### src/rtl/booth_dot_accumulator_if.sv
// Handshake bundle for booth_dot_accumulator: product input stream and result output stream.
// master drives products and result-ready; slave is the accumulator.
interface booth_dot_accumulator_if #(
  parameter int PROD_W = 12,
  parameter int ACC_W  = 16
);
  logic                     in_valid;
  logic                     in_ready;
  logic signed [PROD_W-1:0] in_product;
  logic                     out_valid;
  logic                     out_ready;
  logic signed [ACC_W-1:0]  out_sum;
  logic                     out_overflow;

  modport master (
    output in_valid, in_product, out_ready,
    input  in_ready, out_valid, out_sum, out_overflow
  );

  modport slave (
    input  in_valid, in_product, out_ready,
    output in_ready, out_valid, out_sum, out_overflow
  );
endinterface

### src/rtl/booth_dot_accumulator.sv
// Accumulates groups of COUNT signed products into one signed dot-product result.
// Two-state FSM: ACCUM takes products, HOLD presents the result until accepted.
// Optional macro BOOTH_ACC_SATURATE_EN: clamp the accumulator on signed overflow instead of
// wrapping. The overflow flag is reported the same way in both builds.
module booth_dot_accumulator #(
  parameter int PROD_W = 12,
  parameter int ACC_W  = 16,
  parameter int COUNT  = 4
) (
  input logic                    clk,
  input logic                    rst,
  booth_dot_accumulator_if.slave bus
);

  localparam int CNT_W = (COUNT > 1) ? $clog2(COUNT) : 1;

  typedef enum logic {
    StAccum = 1'b0,
    StHold  = 1'b1
  } state_t;

  state_t r_state;
  state_t w_state_next;

  logic signed [ACC_W-1:0] r_acc;
  logic signed [ACC_W-1:0] r_out_sum;
  logic [CNT_W-1:0]        r_cnt;
  logic                    r_ovf;
  logic                    r_out_ovf;

  logic signed [ACC_W-1:0] w_ext;
  logic signed [ACC_W-1:0] w_sum;
  logic signed [ACC_W-1:0] w_acc_next;
  logic                    w_add_ovf;
  logic                    w_ovf_next;
  logic                    w_accept;
  logic                    w_last;
  logic                    w_in_ready;
  logic                    w_out_valid;

  // Sign-extend the product and form the wrapped sum plus its overflow flag.
  always_comb begin
    w_ext      = ACC_W'($signed(bus.in_product));
    w_sum      = r_acc + w_ext;
    w_add_ovf  = (r_acc[ACC_W-1] == w_ext[ACC_W-1]) && (w_sum[ACC_W-1] != r_acc[ACC_W-1]);
    w_ovf_next = r_ovf | w_add_ovf;
`ifdef BOOTH_ACC_SATURATE_EN
    // Both operands share a sign on overflow, so the product sign picks the rail.
    if (w_add_ovf) begin
      w_acc_next = w_ext[ACC_W-1] ? {1'b1, {(ACC_W-1){1'b0}}} : {1'b0, {(ACC_W-1){1'b1}}};
    end else begin
      w_acc_next = w_sum;
    end
`else
    w_acc_next = w_sum;
`endif
  end

  assign w_accept = bus.in_valid && w_in_ready;
  assign w_last   = (r_cnt == CNT_W'(COUNT - 1));

  // State register.
  always_ff @(posedge clk) begin
    if (rst) begin
      r_state <= StAccum;
    end else begin
      r_state <= w_state_next;
    end
  end

  // Next-state logic.
  always_comb begin
    w_state_next = r_state;
    unique case (r_state)
      StAccum: if (w_accept && w_last) w_state_next = StHold;
      StHold:  if (bus.out_ready)      w_state_next = StAccum;
      default: w_state_next = StAccum;
    endcase
  end

  // FSM outputs; in_ready depends on state and reset only, never on in_valid.
  always_comb begin
    w_in_ready  = (r_state == StAccum) && !rst;
    w_out_valid = (r_state == StHold);
  end

  // Accumulator, group counter, sticky overflow and the captured result.
  always_ff @(posedge clk) begin
    if (rst) begin
      r_acc     <= '0;
      r_cnt     <= '0;
      r_ovf     <= 1'b0;
      r_out_sum <= '0;
      r_out_ovf <= 1'b0;
    end else if (w_accept) begin
      if (w_last) begin
        r_out_sum <= w_acc_next;
        r_out_ovf <= w_ovf_next;
        r_acc     <= '0;
        r_cnt     <= '0;
        r_ovf     <= 1'b0;
      end else begin
        r_acc <= w_acc_next;
        r_cnt <= r_cnt + 1'b1;
        r_ovf <= w_ovf_next;
      end
    end
  end

  assign bus.in_ready     = w_in_ready;
  assign bus.out_valid    = w_out_valid;
  assign bus.out_sum      = r_out_sum;
  assign bus.out_overflow = r_out_ovf;

endmodule
### src/flat_wrapper.sv
// flat-port wrapper written by rule: the top's interface ports become plain ports
module booth_dot_accumulator_flat 
#(
  parameter int PROD_W = 12,
  parameter int ACC_W  = 16,
  parameter int COUNT  = 4
)
  (clk, rst, bus_in_valid, bus_in_product, bus_out_ready, bus_in_ready, bus_out_valid, bus_out_sum, bus_out_overflow);
  booth_dot_accumulator_if #(.PROD_W(PROD_W), .ACC_W(ACC_W)) bus_i ();
  input logic clk;
  input logic rst;
  input wire logic [$bits(bus_i.in_valid)-1:0] bus_in_valid;
  input wire logic [$bits(bus_i.in_product)-1:0] bus_in_product;
  input wire logic [$bits(bus_i.out_ready)-1:0] bus_out_ready;
  output wire logic [$bits(bus_i.in_ready)-1:0] bus_in_ready;
  output wire logic [$bits(bus_i.out_valid)-1:0] bus_out_valid;
  output wire logic [$bits(bus_i.out_sum)-1:0] bus_out_sum;
  output wire logic [$bits(bus_i.out_overflow)-1:0] bus_out_overflow;
  assign bus_i.in_valid = bus_in_valid;
  assign bus_i.in_product = bus_in_product;
  assign bus_i.out_ready = bus_out_ready;
  assign bus_in_ready = bus_i.in_ready;
  assign bus_out_valid = bus_i.out_valid;
  assign bus_out_sum = bus_i.out_sum;
  assign bus_out_overflow = bus_i.out_overflow;
  booth_dot_accumulator #(.PROD_W(PROD_W), .ACC_W(ACC_W), .COUNT(COUNT)) u_core (.clk(clk), .rst(rst), .bus(bus_i));
endmodule
### config.mk
export PLATFORM = sky130hd
export DESIGN_NAME = booth_dot_accumulator_flat
export DESIGN_NICKNAME = d
export VERILOG_FILES = /design/src/rtl/booth_dot_accumulator_if.sv /design/src/rtl/booth_dot_accumulator.sv /design/src/flat_wrapper.sv
export SDC_FILE = /design/constraint.sdc
export NUM_CORES = 1
export LEC_CHECK = 0
export CAP_MARGIN = 25
export CORE_AREA = 2 2 70 72
export DETAILED_ROUTE_END_ITERATION = 8
export DIE_AREA = 0 0 72 74
export GPL_TIMING_DRIVEN = 1
export HOLD_SLACK_MARGIN = 0.06
export PLACE_DENSITY = 0.69
export SYNTH_ARGS = -nofsm -noshare
export SYNTH_HDL_FRONTEND = slang
export SYNTH_SLANG_ARGS = --single-unit
export TNS_END_PERCENT = 10
### constraint.sdc
create_clock -name clk -period 1.95 [get_ports clk]
set_input_delay 0.2925 -clock clk [delete_from_list [all_inputs] [get_ports clk]]
set_output_delay 0.2925 -clock clk [all_outputs]
set_load 0.005 [all_outputs]
==> metrics.txt <==
ant diodes 0; final net count 370; Levels on crit path 8; Die W 72 um; Async SR Flop Fraction 0%; gr ovfl total 0; H-tree levels 2; crit-path max FO 4; reg-to-reg setup timing slack -0.01 ns; final period utilization 101%; failing checks setup timing; largest area contributor in the netlist dfxtp_1; Rows 25; Area growth, synth to finish 51.2%; Final Power 2.15 mW; RSZ-0062 raised after global routing yes; multi-input logic area 0.00151 mm^2; critical path capture point type flop; crit-path cells ha_4, fa_2, a21oi_2, o21ai_2, a41oi_4, xor2_2, o21ai_1, nor2b_1; Hold Path Depth 2; Fmax achieved 0.509 GHz; first-pass GRT wire length 9090 um; root buf cell clkbuf_8; synthesized flop and latch total 37; peak supply drop 379 uV; CTS Buffer Depth 2; post-DP HPWL 4080 um; largest net degree at the start of global routing 30; Slew @ Worst Pin 0.379 ns; dpl cell area 0.00281 mm^2; Final ANT Viol Nets 0; slowest CP cell fa_2; fin cells 392; fillers 365; cells on worst reg2reg path 8; Post-route DRC 0; Avg Cell Area, Syn 8.19 um^2; CP Class reg2reg; CTS Buf Count 5; most frequent cells in the layout 49 x buf_4, 35 x dfxtp_1, 33 x nand2_1; CTS Hold Bufs 0; Net Count, Synth 289; Area contributors post-synth dfxtp_1 35%, ha_1 9.6%, o21ai_0 7.2%; post-DR wirelength/cell 14.7 um; Syn. warnings 0; IO Count 35; DRT Wirelength 5770 um; sequential-to-total area share from yosys stat 35.3%; Final Hold Viols 0; Clock Sinks 37; latest clock arrival within the worst-skew pair 0.30 ns; Leak Pwr 1.32 nW; initial antenna violation count 0; Critical Path RT 2.14 ns; delay-heaviest family, CP compound AO/OA/AOI/OAI gates; die height 74 um; TritonRoute pass-1 iters 4; cell count after synthesis 256; Final setup violation count 1; DR vias 2,093; share of layout cells above drive strength 1 28.1%; Pwr Density 679 mW/mm^2; placed cells 377; DP Worst Slack -0.627 ns; Routability Congestion 0.929; # Max-Cap Violations 0; Initial Util 45.6%; slowest stage delay, CP 0.35 ns; CTS clk-pin slew, worst paths 0.07 ns; number of synthesized flops with an enable pin 0; Yosys cell types 39; Tmin final 1.96 ns; final worst clock skew 0.00267 ns; Starting DRT DRC Count 139; Primary FF master, synth dfxtp_1; final slew viol count 0; Cell Area, Synth 0.00210 mm^2; core area 0.00460 mm^2; post-route setup TNS -0.0129 ns; vias per cell 5.34; most common cell after layout, fill and taps aside buf_4; min-delay worst type reg2reg; outcome complete, but fails checks; CTS tree built; fin area 0.00317 mm^2; CP Launch Type flop; Port-buffer cells 34; max_slew headroom 74.7%; smallest setup slack after layout -0.0129 ns; Register Area 746 um^2; crit path DAT 2.15 ns; Synth top area share 35.3%; GRT Total Usage 22.4%; die area 0.00533 mm^2; Critical path buffers and inverters 0; vias in the first global route 1,978
## what timing repair did
item                                   4_1_cts  5_1_grt
endpoints found under the hold margin        0        0
pin swaps                                   16       15
setup buffers                                7        0
setup endpoints to repair                   22       20
resized for setup                           26       27
## Yosys cell counts, drive strengths merged, types with 4 or more instances
master,count
a21o,4
inv,5
xnor2,11
a211oi,6
dfxtp,37
clkbuf,5
ha,16
buf,6
nand3,17
and3,5
a21oi,19
nand2,33
o21ai,33
nand4,4
nor2b,7
nor2,20
## final cells by class
class / count / area share (%)
repair buffers: 85 / 23.1
clock inverters: 3 / 0.553
well taps: 54 / 2.13
flip-flops and latches: 37 / 23.5
multi-input cells: 202 / 47.8
clock buffers: 5 / 2.17
inverters: 6 / 0.711
## path summary, 6_finish.rpt
kind	startpoint	end
setup / recovery	u_core.r_acc[0]	u_core.r_acc[8]
hold / removal	u_core.bus.out_sum[11]	u_core.bus.out_sum[11]
setup reg to reg	u_core.r_acc[0]	u_core.r_acc[8]
hold reg to reg	u_core.bus.out_sum[11]	u_core.bus.out_sum[11]
## tightest hold or removal path, cell delays in order, from the launching register on
cell	delay, ns
dfxtp_1	0.31
nand3_1	0.06
nand2_1	0.05
## metrics by stage
| step | utilization, % | hold WS [ns] |
|---|---|---|
| final | 68.9 | 0.457 |
| after global placement | 61.0 | 0.442 |
| after detailed placement | 61.0 | 0.453 |
| after global routing | 68.9 | 0.481 |
| after floorplan | - | 0.403 |
| after CTS | 66.2 | 0.463 |
## kinds of logic after synthesis
kind of cell | Yosys count | share of synthesized area [%]
buffers and inverters | 17 | 3.34
multiplexers | 2 | 0.955
AND/OR/NAND/NOR | 95 | 21.2
adder cells (fa/ha/maj) | 17 | 10.5
AO/OA/AOI/OAI | 74 | 22.1
XOR/XNOR | 14 | 6.51
flip-flops | 37 | 35.3
## power by group
part	leakage (nW)	switching [mW]	internal, mW	total [mW]
logic	0.972	0.362	0.414	0.777
clock network	0.0439	0.287	0.246	0.533
registers	0.302	0.0387	0.802	0.840
total	1.32	0.688	1.46	2.15
## state kept, by name, indices dropped and copies added, names as in the netlist
name,flops
u_core.bus.out_sum,16
u_core.bus.out_overflow,1
u_core.r_ovf,1
u_core.bus.out_valid,1
u_core.r_cnt,2
u_core.r_acc,16
## layer usage
layer  wire length, um  global-route usage (%)  vias up  share of wire (%)
li1                  -                       -     1064                  -
met1              2530                    26.2      965                 44
met2              2870                    39.6       51                 50
met3               228                    5.15       13                4.0
met4               138                    9.64        0                2.4
met5                 0                       0        -                  0
No activity file was read; power rests on OpenSTA's default activity.
